[config.mk]
export PLATFORM = sky130hd
export DESIGN_NAME = gs_window_ctrl
export DESIGN_NICKNAME = d
export VERILOG_FILES = /design/src/rtl/gs_pkg.sv /design/src/rtl/gs_tap_addr.sv /design/src/rtl/gs_window_ctrl.sv
export SDC_FILE = /design/constraint.sdc
export NUM_CORES = 1
export LEC_CHECK = 0
export CORE_MARGIN = 4
export CORE_UTILIZATION = 40
export DETAILED_ROUTE_END_ITERATION = 8
export HOLD_SLACK_MARGIN = 0.08
export PLACE_DENSITY_LB_ADDON = 0.12
export SKIP_CTS_REPAIR_TIMING = 1
export SKIP_LAST_GASP = 1
export SYNTH_ARGS = -nofsm -noshare
export SYNTH_HDL_FRONTEND = slang
export SYNTH_SLANG_ARGS = --single-unit
[constraint.sdc]
create_clock -name clk_i -period 5.25 [get_ports clk_i]
set_input_delay 0.525 -clock clk_i [delete_from_list [all_inputs] [get_ports clk_i]]
set_output_delay 0.525 -clock clk_i [all_outputs]
set_load 0.02 [all_outputs]
[src/rtl/gs_pkg.sv]
// ---------------------------------------------------------------------------
// gs_pkg
// Shared definitions for the 3x3 window sequencer that feeds the grayscale
// register bank.
//   TAP_NUM / TAP_W : number of window taps and width of a tap index
//   PIX_W           : RGB pixel width {R,G,B}
//   gs_state_e      : sequencer states
//   TAP_DX / TAP_DY : column / row offset of each tap relative to the centre,
//                     taps ordered row-major from the top-left neighbour
// ---------------------------------------------------------------------------
package gs_pkg;

    localparam int TAP_NUM = 9;
    localparam int TAP_W   = 4;
    localparam int PIX_W   = 24;

    typedef enum logic [2:0] {
        IDLE,
        FETCH,
        DRAIN,
        VALID,
        DONE
    } gs_state_e;

    localparam int TAP_DX [TAP_NUM] = '{-1,  0,  1, -1, 0, 1, -1, 0, 1};
    localparam int TAP_DY [TAP_NUM] = '{-1, -1, -1,  0, 0, 0,  1, 1, 1};

endpackage

[src/rtl/gs_tap_addr.sv]
// ---------------------------------------------------------------------------
// gs_tap_addr
// Combinational address generator for one window tap. The neighbour
// coordinate is clamped into the image before the row-major multiply, so the
// address can never wrap or point outside the image memory.
// Ports:
//   cx_i, cy_i  : centre pixel coordinate
//   tap_i       : tap index 0..8
//   addr_o      : clamped image memory address, y*IMG_W + x
//   oob_o       : the unclamped neighbour lies outside the image
// ---------------------------------------------------------------------------
module gs_tap_addr
    import gs_pkg::*;
#(
    parameter int IMG_W = 8,
    parameter int IMG_H = 8,
    parameter int AW    = 6
) (
    input  logic [AW-1:0]    cx_i,
    input  logic [AW-1:0]    cy_i,
    input  logic [TAP_W-1:0] tap_i,
    output logic [AW-1:0]    addr_o,
    output logic             oob_o
);

    int dx;
    int dy;
    int rawX;
    int rawY;
    int clampX;
    int clampY;

    // Offset the centre by the tap's table entry, flag border taps, then
    // clamp each axis to the edge pixel before forming the address.
    always_comb begin
        dx = 0;
        dy = 0;
        if (int'(tap_i) < TAP_NUM) begin
            dx = TAP_DX[tap_i];
            dy = TAP_DY[tap_i];
        end
        rawX = int'(cx_i) + dx;
        rawY = int'(cy_i) + dy;

        oob_o = (rawX < 0) || (rawX > IMG_W - 1) ||
                (rawY < 0) || (rawY > IMG_H - 1);

        if (rawX < 0)              clampX = 0;
        else if (rawX > IMG_W - 1) clampX = IMG_W - 1;
        else                       clampX = rawX;

        if (rawY < 0)              clampY = 0;
        else if (rawY > IMG_H - 1) clampY = IMG_H - 1;
        else                       clampY = rawY;

        addr_o = AW'(clampY * IMG_W + clampX);
    end

endmodule

[src/rtl/gs_window_ctrl.sv]
// ---------------------------------------------------------------------------
// gs_window_ctrl
// Raster-scans an IMG_W x IMG_H RGB image and, for every centre pixel,
// fetches its 3x3 neighbourhood into the 9-entry grayscale bank, then offers
// the complete window to the downstream 3x3 filter.
// Ports:
//   clk_i, rst_i        : clock, synchronous active-high reset
//   start_i             : begin a full-frame scan (only looked at in IDLE)
//   busy_o, done_o      : scan in progress / one-cycle end-of-frame pulse
//   ird_o, iaddr_o      : image memory read strobe and address
//   idata_i             : image read data, valid the cycle after ird_o
//   gs_en_o, gs_addr_o,
//   gs_d_o              : grayscale bank write port
//   win_valid_o,
//   win_ready_i         : window handshake with the filter stage
//   cx_o, cy_o          : centre of the window currently in the bank
// Build option:
//   GS_BORDER_ZERO_EN   : taps outside the image are zero padded and no read
//                         is issued for them; otherwise the edge pixel is
//                         replicated.
// ---------------------------------------------------------------------------
module gs_window_ctrl
    import gs_pkg::*;
#(
    parameter int IMG_W = 8,
    parameter int IMG_H = 8,
    parameter int AW    = 6
) (
    input  logic             clk_i,
    input  logic             rst_i,
    input  logic             start_i,
    output logic             busy_o,
    output logic             done_o,
    output logic             ird_o,
    output logic [AW-1:0]    iaddr_o,
    input  logic [PIX_W-1:0] idata_i,
    output logic             gs_en_o,
    output logic [3:0]       gs_addr_o,
    output logic [PIX_W-1:0] gs_d_o,
    output logic             win_valid_o,
    input  logic             win_ready_i,
    output logic [AW-1:0]    cx_o,
    output logic [AW-1:0]    cy_o
);

`ifdef GS_BORDER_ZERO_EN
    localparam bit BorderZero = 1'b1;
`else
    localparam bit BorderZero = 1'b0;
`endif

    gs_state_e        state_q, state_d;
    logic [TAP_W-1:0] tap_q, tap_d;
    logic [AW-1:0]    cx_q, cx_d;
    logic [AW-1:0]    cy_q, cy_d;
    logic             wbValid_q, wbValid_d;
    logic [TAP_W-1:0] wbTap_q, wbTap_d;
    logic             wbOob_q, wbOob_d;
    logic [AW-1:0]    iaddr_q;

    logic [AW-1:0]    tapAddr;
    logic             tapOob;

    gs_tap_addr #(
        .IMG_W (IMG_W),
        .IMG_H (IMG_H),
        .AW    (AW)
    ) u_tap_addr (
        .cx_i   (cx_q),
        .cy_i   (cy_q),
        .tap_i  (tap_q),
        .addr_o (tapAddr),
        .oob_o  (tapOob)
    );

    // State, counters and the one-deep writeback pipeline. iaddr_q remembers
    // the last issued address so the port holds steady when no read goes out.
    always_ff @(posedge clk_i) begin
        if (rst_i) begin
            state_q   <= IDLE;
            tap_q     <= '0;
            cx_q      <= '0;
            cy_q      <= '0;
            wbValid_q <= 1'b0;
            wbTap_q   <= '0;
            wbOob_q   <= 1'b0;
            iaddr_q   <= '0;
        end else begin
            state_q   <= state_d;
            tap_q     <= tap_d;
            cx_q      <= cx_d;
            cy_q      <= cy_d;
            wbValid_q <= wbValid_d;
            wbTap_q   <= wbTap_d;
            wbOob_q   <= wbOob_d;
            iaddr_q   <= iaddr_o;
        end
    end

    // Next-state and read-side decode. Each FETCH cycle issues one tap read
    // and queues its writeback for the following cycle, so tap 8 lands in
    // DRAIN. The centre only moves on the accepting edge in VALID; the final
    // centre resets the scan position on its way to DONE.
    always_comb begin
        state_d   = state_q;
        tap_d     = tap_q;
        cx_d      = cx_q;
        cy_d      = cy_q;
        wbValid_d = 1'b0;
        wbTap_d   = tap_q;
        wbOob_d   = tapOob;
        ird_o     = 1'b0;

        unique case (state_q)
            IDLE: begin
                if (start_i) begin
                    state_d = FETCH;
                    tap_d   = '0;
                    cx_d    = '0;
                    cy_d    = '0;
                end
            end
            FETCH: begin
                ird_o     = !(BorderZero && tapOob);
                wbValid_d = 1'b1;
                if (tap_q == TAP_W'(TAP_NUM - 1)) begin
                    state_d = DRAIN;
                    tap_d   = '0;
                end else begin
                    tap_d = tap_q + TAP_W'(1);
                end
            end
            DRAIN: begin
                state_d = VALID;
            end
            VALID: begin
                if (win_ready_i) begin
                    tap_d = '0;
                    if (cx_q == AW'(IMG_W - 1)) begin
                        cx_d = '0;
                        if (cy_q == AW'(IMG_H - 1)) begin
                            cy_d    = '0;
                            state_d = DONE;
                        end else begin
                            cy_d    = cy_q + AW'(1);
                            state_d = FETCH;
                        end
                    end else begin
                        cx_d    = cx_q + AW'(1);
                        state_d = FETCH;
                    end
                end
            end
            DONE: begin
                state_d = IDLE;
            end
            default: begin
                state_d = IDLE;
            end
        endcase

        iaddr_o = ird_o ? tapAddr : iaddr_q;
    end

    // Bank write port follows the pipeline; padded taps write zero.
    assign gs_en_o   = wbValid_q;
    assign gs_addr_o = wbValid_q ? wbTap_q : '0;
    assign gs_d_o    = (wbValid_q && !(BorderZero && wbOob_q)) ? idata_i : '0;

    // Status and window handshake decode straight from the state register.
    assign busy_o      = (state_q != IDLE);
    assign done_o      = (state_q == DONE);
    assign win_valid_o = (state_q == VALID);
    assign cx_o        = cx_q;
    assign cy_o        = cy_q;

endmodule
# Yosys cells after proc, flatten, opt, wreduce, memory -nomap -nowiden
# Memories as Yosys holds them, arrays and structs flattened.
# Index checks and enable logic that the tools add are counted.
[word_totals]
ff_bits = 30
romBits = 1024
in_bits = 28
output_inout_bits = 51
n_memories = 2
[mem_list]
columns = ["memory", "depth", "word_bits", "read_ports", "rd_clocked_by_memory_dff", "wr", "line", "source"]
rows = [
  ["(name not given)", 16, 32, 1, 0, 0, "gs_tap_addr.sv:39", "dx = TAP_DX[tap_i];"],
  ["(name not given)", 16, 32, 1, 0, 0, "gs_tap_addr.sv:40", "dy = TAP_DY[tap_i];"],
]
[op_classes]
addsub = 6
n_lt_le_gt_ge = 6
n_eq_ne = 11
muxes = 32
bitwise = 1
n_reduce_logical = 8
[ops]
columns = ["cell", "count"]
rows = [
  ["32-bit 2-to-1 mux", 6],
  ["7-bit by 32-bit adder with 32-bit output", 2],
  ["32-bit by 4-bit greater-than comparator with 1-bit output (second input constant)", 2],
  ["32-bit by 1-bit less-than comparator with 1-bit output (second input constant)", 2],
  ["6-bit 2-to-1 mux", 9],
  ["24-bit 2-to-1 mux", 1],
  ["6-bit case mux with 2 select lines", 2],
  ["3-bit 2-to-1 mux", 7],
  ["4-bit 2-to-1 mux", 4],
  ["6-bit by 1-bit adder with 6-bit output (second input constant)", 2],
  ["6-bit by 3-bit == test with 1-bit output (second input constant)", 2],
  ["3-bit case mux with 4 select lines", 1],
  ["4-bit case mux with 3 select lines", 1],
  ["3-bit AND reduction", 3],
  ["6-bit adder", 1],
  ["3-bit by 2-bit == test with 1-bit output (second input constant)", 2],
  ["3-bit nonzero test", 2],
  ["5-bit >= comparator (second input constant)", 1],
  ["4-bit NOT with 5-bit output", 1],
  ["4-bit by 1-bit adder with 4-bit output (second input constant)", 1],
  ["4-bit == test (second input constant)", 1],
  ["4-bit less-than comparator (second input constant)", 1],
  ["2-bit by 1-bit inequality test with 1-bit output (second input constant)", 2],
  ["2-bit inequality test (second input constant)", 2],
  ["6 further kinds", 6],
]

# Longest topological paths before layout
# Gate-level depths: netlist (run 1).
[logic_depth]
word_depth = 11
mapped_depth = 21
depth_no_buf = 20

# Cells and area by module
# From an unflattened synthesis (run 1), not the netlist that was laid out.
[unflattened]
cells_unflattened = 342
area_unflattened_um2 = 2857.7
[modules_own_cells]
columns = ["mod", "n_inst", "cells_each", "area_each_um2", "seq_area_each_um2"]
rows = [
  ["gs_window_ctrl", 1, 194, 1596.5, 600.6],
  ["gs_tap_addr", 1, 148, 1261.2, 0.0],
]

# Least setup slack after synthesis (run 1)
# OpenSTA, ideal clock, no wires.
[synth_timing]
kind = "flip-flop to output port"
startpoint = "reg tap_q[0]"
endpoint = "out iaddr_o[0]"
arrival_ps = 4258
path_slack_ps = 467
path_stages_with_launch = 19
path_buffers = 0
cell_sequence = "dfxtp_1 inv_1 ha_1 nor2_1 a21oi_1 nor2_1 fa_1 a21o_1 a21oi_1 nor2b_1 nor2_1 nor2_1 o21ai_0 ha_1 nor4b_1 nand4_1 or4_1 nor4_1 nor2_1"
[synth_between]
elab_chain_len = 11
elab_cells_between_ends = 13
[synth_rtl]
columns = ["element", "line", "source"]
rows = [
  ["start, declared", "gs_window_ctrl.sv:53", "logic [TAP_W-1:0] tap_q, tap_d;"],
  ["start signal, assigned", "gs_window_ctrl.sv:90", "tap_q <= tap_d;"],
  ["4-bit NOT with 5-bit output (implied by the code)", "gs_tap_addr.sv:39", ""],
  ["memory read 16 x 32 bit", "--", ""],
  ["32-bit 2-to-1 mux (implied by the code) (2 in series)", "gs_tap_addr.sv:39", ""],
  ["32-bit 2-to-1 mux (*)", "gs_tap_addr.sv:38", "if (int'(tap_i) < TAP_NUM) begin"],
  ["7-bit by 32-bit adder with 32-bit output (*)", "gs_tap_addr.sv:42", "rawX = int'(cx_i) + dx;"],
  ["32-bit by 4-bit greater-than comparator with 1-bit output", "--", ""],
  ["6-bit 2-to-1 mux", "gs_tap_addr.sv:49", "else if (rawX > IMG_W - 1) clampX = IMG_W - 1;"],
  ["6-bit 2-to-1 mux (*)", "gs_tap_addr.sv:48", "if (rawX < 0) clampX = 0;"],
  ["6-bit adder (*)", "gs_tap_addr.sv:56", "addr_o = AW'(clampY * IMG_W + clampX);"],
  ["6-bit 2-to-1 mux (*)", "gs_window_ctrl.sv:162", "iaddr_o = ird_o ? tapAddr : iaddr_q;"],
  ["end, declared", "gs_window_ctrl.sv:35", "output logic [AW-1:0] iaddr_o,"],
]
# Every way passes the cells marked *; elsewhere a longest branch is shown, timed or not. The select of a mux whose other input is x is not followed.

# Worst setup path in the final report (run 1)
# Ends and elaborated chain as after synthesis.

==> results.py, run 1 <==
metrics = {
    "sta": {
        "setup_viol": 0,
        "skew_ps": 6.88,
        "fin_setup_tns_ps": 0,
        "period_needed_ps": 5100,
        "drv_slew": 0,
        "finalHoldViolations": 0,
        "period_share": 0.972,
        "max_slew_margin": 0.352,
        "rsz0062_at_grt": "true",
        "max_freq_ghz": 0.196,
        "worst_slew_pin_slew_ps": 969,
    },
    "power_and_ir_drop": {
        "pwr-share-comb": 0.336,
        "p_sw_mw": 0.215,
        "vdd_ir_drop_max_uv": 129,
        "swShare": 0.325,
        "seqPwrFrac": 0.375,
        "intPower_mw": 0.446,
        "p_clk_frac": 0.289,
        "power.leakage_nw": 1.45,
        "p_per_area_nw_per_um2": 186,
    },
    "place": {
        "globalplace.congestion": 0.806,
        "dp.cells": 475,
        "portBuffers": 78,
        "hpwl_um": 5080,
    },
    "min_path": {
        "holdCritStartpoint": "iaddr_q[5]$_SDFF_PP0_",
        "whs_path_depth": 2,
        "hp-class": "flip-flop to flip-flop",
    },
    "worst_setup_path": {
        "worstPathRequired_ps": 4720,
        "end_kind": "primary output",
        "cp-startpoint": "tap_q[0]$_SDFFE_PP0P_",
        "slowest_delay_ps": 540,
        "crit_chain": "inv_1 > ha_1 > nand3b_1 > o21ai_0 > ha_1 > fa_1 > a21o_1 > a21oi_1 > nor2b_1 > nor2_1 > nor2_1 > o21ai_0 > ha_1 > nor4b_1 > nand4_1 > or4_1 > nor4_2 > nor2_1 > clkdlybuf4s50_1",
        "crit_family": "simple AND/OR/NAND/NOR gates",
        "startpoint_type": "flip-flop",
        "crit_buf_inv": 2,
        "critical-path-slowest-cell": "clkdlybuf4s50_1",
        "critical_path_class": "flip-flop to primary output",
        "path_depth": 19,
        "cp.arrival_ps": 4580,
        "worstPathMaxFanout": 6,
        "reg2reg_depth": 18,
        "r2r_start": "tap_q[0]$_SDFFE_PP0P_",
    },
    "clock_network": {
        "root_buffer": "clkbuf_8",
        "numCtsBuffers": 5,
        "cts.sinks": 30,
        "cts_tree": "built",
        "clockBufferDepth": 2,
        "path_clk_slew_ps": 60,
        "clk_latency_ps": 280,
        "cts-htree-levels": 2,
    },
    "detailed_routing": {
        "drt-wirelength-per-cell_um": 13.6,
        "drc": 0,
        "drtPass1Iterations": 4,
        "drt_iter0_markers": 150,
        "vias": 2485,
        "wl_um": 6550,
        "drt-vias-per-instance": 5.14,
        "ant_nets": 0,
    },
    "grt": {
        "grt_pass1_wl_um": 10300,
        "grt_max_degree": 30,
        "grt_pass1_vias": 2227,
        "grt_usage": 0.162,
        "grt.overflow.total": 0,
        "antenna_found_initial": 0,
    },
    "synthesis": {
        "syn-cell-area_um2": 2620,
        "ys.flop_type": "dfxtp_1",
        "syn-instance-count": 334,
        "synthDistinctLibCells": 56,
        "yosysSeqAreaShare": 0.229,
        "synth_seq_cells": 30,
        "yosysWarningCount": 0,
        "syn_avg_cell_area_um2": 7.85,
        "synth_commonest_cells": "nor2_1, ha_1, dfxtp_1, and2_1, nand2_1",
        "synthMostInstantiatedCell": "nor2_1",
        "synth_area_leader_cell": "dfxtp_1",
        "yosysTopAreaCellShare": 0.229,
        "synth_edf_count": 0,
        "synth_area_leaders": "dfxtp_1, ha_1, and2_1",
        "async_flop_share": 0,
    },
    "die": {
        "die_h_um": 89.0,
        "core_um2": 6350,
        "start_util": 0.413,
        "dieArea_um2": 7910,
        "ios": 79,
        "num_rows": 29,
        "die-width_um": 89.0,
    },
    "status": {
        "status": "complete, no violations",
    },
    "finish": {
        "nNetsFinal": 472,
        "drive_above_1_share": 0.0493,
        "area_growth_pct": 35.8,
        "antennaDiodeCount": 0,
        "final_cell_count_no_fill": 483,
    },
    "job": {
        "maxCapViolCount": 0,
    },
}
==> placed cells by master, fill, tap and decap left out, drive strengths merged, types with 3 or more instances in the layout <==
master,n
nor4b,3
nand4,5
inv,17
xor2,7
clkbuf,7
xnor2,7
nor3b,3
or4,5
o21ai,16
and3,3
dfxtp,30
nor2b,4
nand3,4
and2,29
nor2,38
nor4,4
ha,37
a21oi,23
a21o,4
nand2,27
or3,3
nor4bb,3
nor3,8
clkdlybuf4s50,76
==> flip-flops by register name, indices dropped and copies added, names as in the netlist <==
register  flops
wbTap_q       4
state_q       3
cy_o          6
iaddr_q       6
cx_o          6
gs_en_o       1
tap_q         4
==> power by group through the flow <==
stage | logic, mW | registers [mW] | clock network, mW
after floorplan | 0.141 | 0.246 | 0
after global placement | 0.218 | 0.253 | 0
after detailed placement | 0.220 | 0.253 | 0
after CTS | 0.221 | 0.248 | 0.199
after global routing | 0.247 | 0.249 | 0.207
final | 0.222 | 0.248 | 0.191
==> metal layers <==
layer / vias to the layer above / share of wire / track usage
met1: 1117 / 0.47 / 0.219
met3: 5 / 0.062 / 0.0415
met2: 56 / 0.46 / 0.255
met4: 0 / 0.0064 / 0.0460
met5: - / 0 / 0
li1: 1307 / - / -
==> cells by family (layout without fill, tap and decap cells) <==
family          Yosys count  count (layout)  synth area share
buf+inv                  33             104            0.0535
fa+ha+maj                39              39             0.192
flops                    30              30             0.229
mux                       4               4            0.0162
simple gates            150             150             0.312
compound gates           63              63             0.149
other cells               1               2           0.00143
xor+xnor                 14              14            0.0468
==> cell type report <==
| type | count | area [um^2] |
|---|---|---|
| tap | 77 | 96.3 |
| fill | 615 | 2790 |
| clock buffer | 7 | 86.3 |
| multi-input combinational | 272 | 1910 |
| clock inverter | 1 | 5.00 |
| timing repair buffer | 79 | 797 |
| sequential | 30 | 601 |
| inverter | 17 | 63.8 |
==> path summary, 6_finish.rpt <==
check | endpoint | slack [ps]
setup reg to reg | iaddr_q[1]$_SDFF_PP0_ | 1280
hold / removal | iaddr_q[5]$_SDFF_PP0_ | 520
hold reg to reg | iaddr_q[5]$_SDFF_PP0_ | 520
setup / recovery | iaddr_o[0] | 150
==> metrics by stage <==
step                      power [mW]  setup WS (ps)  utilization  hold slack, ps  cell area, um^2
after global placement         0.470            506        0.541             498             3430
after CTS                      0.667           36.3        0.555             532             3520
after floorplan                0.387            467            -             480             2630
final                          0.661            146        0.561             525             3560
after global routing           0.703           -289        0.561             581             3560
after detailed placement       0.472            365        0.541             517             3430
==> worst reg2reg max path, cell delays in order, from the launching register on <==
cell and delay, ps:
dfxtp_1 380, inv_1 140, ha_1 350, nand3b_1 90, o21ai_0 90, ha_1 220
fa_1 400, a21o_1 190, a21oi_1 230, nor2b_1 80, nor2_1 90, nor2_1 70
o21ai_0 180, ha_1 150, nor4b_1 230, nand4_1 170, or4_1 450, nor4_2 220
nor3_1 90
(Power assumes the default switching activity.)
==> run 2: changes to the inputs <==
- DONT_BUFFER_PORTS: default -> 1
==> run 2 against run 1 <==
Total power decreased by 8.7%. Critical path type unchanged. Hold slack worse by 220 ps. Sequential share of layout area is 4.8 points higher. Global-route usage down 1.4 points. Largest power group unchanged. Die area unchanged. Fmax up 7.2%. Largest cell class unchanged. Via count decreased by 10%. Final cell count decreased by 16%. Routed wire length fell by 9.9%. Worst setup slack improved by 340 ps.
==> results.py, run 2 (same netlist as run 1, synthesis figures left out) <==
metrics = {
    "sta": {
        "setup_viol": 0,
        "drv_slew": 0,
        "skew_ps": 2.99,
        "worst_slew_pin_slew_ps": 756,
        "rsz0062_at_grt": "false",
        "whs_ps": 307,
        "max_slew_margin": 0.495,
        "finalHoldViolations": 0,
        "fin_setup_tns_ps": 0,
        "max_freq_ghz": 0.210,
        "period_share": 0.907,
        "period_needed_ps": 4760,
    },
    "status": {
        "status": "complete, no violations",
    },
    "power_and_ir_drop": {
        "pwr-share-comb": 0.261,
        "p_per_area_nw_per_um2": 218,
        "seqPwrFrac": 0.413,
        "power_mw": 0.603,
        "vdd_ir_drop_max_uv": 156,
        "p_sw_mw": 0.209,
        "swShare": 0.347,
        "power.leakage_nw": 1.13,
        "intPower_mw": 0.394,
        "p_clk_frac": 0.326,
    },
    "worst_setup_path": {
        "crit_top_cell": "nor2_1",
        "critical-path-slowest-cell": "fa_1",
        "crit_chain": "inv_1 > ha_1 > nor2_1 > a21oi_1 > nor2_1 > buf_4 > fa_1 > a21o_1 > a21oi_1 > nor2b_1 > nor2_1 > nor2_1 > o21ai_0 > ha_1 > nor4b_1 > nand4_1 > or4_1 > nor4_2 > nor2_1",
        "startpoint_type": "flip-flop",
        "critical_path_class": "flip-flop to primary output",
        "end_kind": "primary output",
        "cp.arrival_ps": 4230,
        "worstPathMaxFanout": 24,
        "slowest_delay_ps": 440,
        "worstPathRequired_ps": 4720,
        "reg2reg_depth": 19,
    },
    "clock_network": {
        "clk_latency_ps": 280,
        "clockBufferDepth": 2,
        "cts.sinks": 30,
        "numCtsBuffers": 5,
        "cts_tree": "built",
        "cts-htree-levels": 2,
        "path_clk_slew_ps": 70,
        "root_buffer": "clkbuf_8",
    },
    "die": {
        "num_rows": 29,
        "die-width_um": 89.0,
        "dieArea_um2": 7910,
        "ios": 79,
        "die_h_um": 89.0,
        "core_um2": 6350,
        "start_util": 0.413,
    },
    "finish": {
        "nNetsFinal": 394,
        "final_cell_count_no_fill": 405,
        "drive_above_1_share": 0.0549,
        "regArea_um2": 601,
        "nFillCells": 653,
        "layout_commonest_cell": "nor2_1",
        "multiInputGateArea_um2": 1900,
        "layout_common_cells": "nor2_1, ha_1, dfxtp_1",
        "area_growth_pct": 5.54,
        "antennaDiodeCount": 0,
    },
    "grt": {
        "grt_usage": 0.148,
        "antenna_found_initial": 0,
        "grt_pass1_vias": 2011,
        "grt_pass1_wl_um": 9320,
        "grt.overflow.total": 0,
        "grt_max_degree": 30,
    },
    "detailed_routing": {
        "drt-wirelength-per-cell_um": 14.6,
        "drc": 0,
        "ant_nets": 0,
        "wl_um": 5900,
        "drt_iter0_markers": 69,
        "drt-vias-per-instance": 5.50,
        "drtPass1Iterations": 4,
        "vias": 2228,
    },
    "place": {
        "globalplace.congestion": 0.786,
        "dp.cells": 397,
        "portBuffers": 0,
        "hpwl_um": 4490,
    },
    "job": {
        "maxCapViolCount": 0,
    },
    "min_path": {
        "whs_path_depth": 1,
        "hp-class": "input pin to flip-flop",
    },
}
==> run 2: worst max-delay path: cells and delay by family (launching register included) <==
family,cells,cell delay (ps)
simple gates,10,1550
fa+ha+maj,3,920
compound gates,4,700
flops,1,400
buf+inv,2,360
==> run 2: per-layer routing <==
layer / vias to the layer above / global-route usage / wire length (um)
li1: 1162 / - / -
met1: 1001 / 0.194 / 2800
met2: 63 / 0.237 / 2680
met3: 2 / 0.0442 / 403
met4: 0 / 0.0406 / 21
met5: - / 0 / 0
==> run 2: metrics by stage <==
step	util	worst slack, ps	cell area (um^2)
2_1_floorplan	-	467	2630
3_3_place_gp	0.418	749	2650
3_5_place_dp	0.418	725	2650
4_1_cts	0.433	391	2750
5_1_grt	0.436	30.7	2770
6_report	0.436	490	2770
==> run 2: worst paths after layout <==
path                                            start                    end  slack (ps)
worst min-delay path                            rst_i  wbTap_q[0]$_SDFF_PP0_         310
worst max register to register  tap_q[0]$_SDFFE_PP0P_  iaddr_q[4]$_SDFF_PP0_        1260
worst max-delay path            tap_q[1]$_SDFFE_PP0P_             iaddr_o[2]         490
worst min register to register  iaddr_q[5]$_SDFF_PP0_  iaddr_q[5]$_SDFF_PP0_         510
==> run 2: power by group through the flow <==
stage               clock (mW)  combinational [mW]  sequential, mW
detailed placement           0               0.157           0.254
finish                   0.197               0.157           0.249
global route             0.217               0.180           0.251
floorplan                    0               0.141           0.246
global placement             0               0.158           0.253
CTS                      0.206               0.158           0.249
==> run 2: layout make-up <==
type / instances / share of cell area
multi-input combinational: 272 / 0.688
clock inverter: 2 / 0.00452
timing repair buffer: 1 / 0.00271
sequential: 30 / 0.217
tap: 77 / 0.0348
inverter: 17 / 0.0231
clock buffer: 6 / 0.0299
==> run 3: changes to the inputs <==
- SKIP_CTS_REPAIR_TIMING: 1 -> default
==> results of run 3 <==
No change in the layout: final DEF, timing and power equal those of run 2.
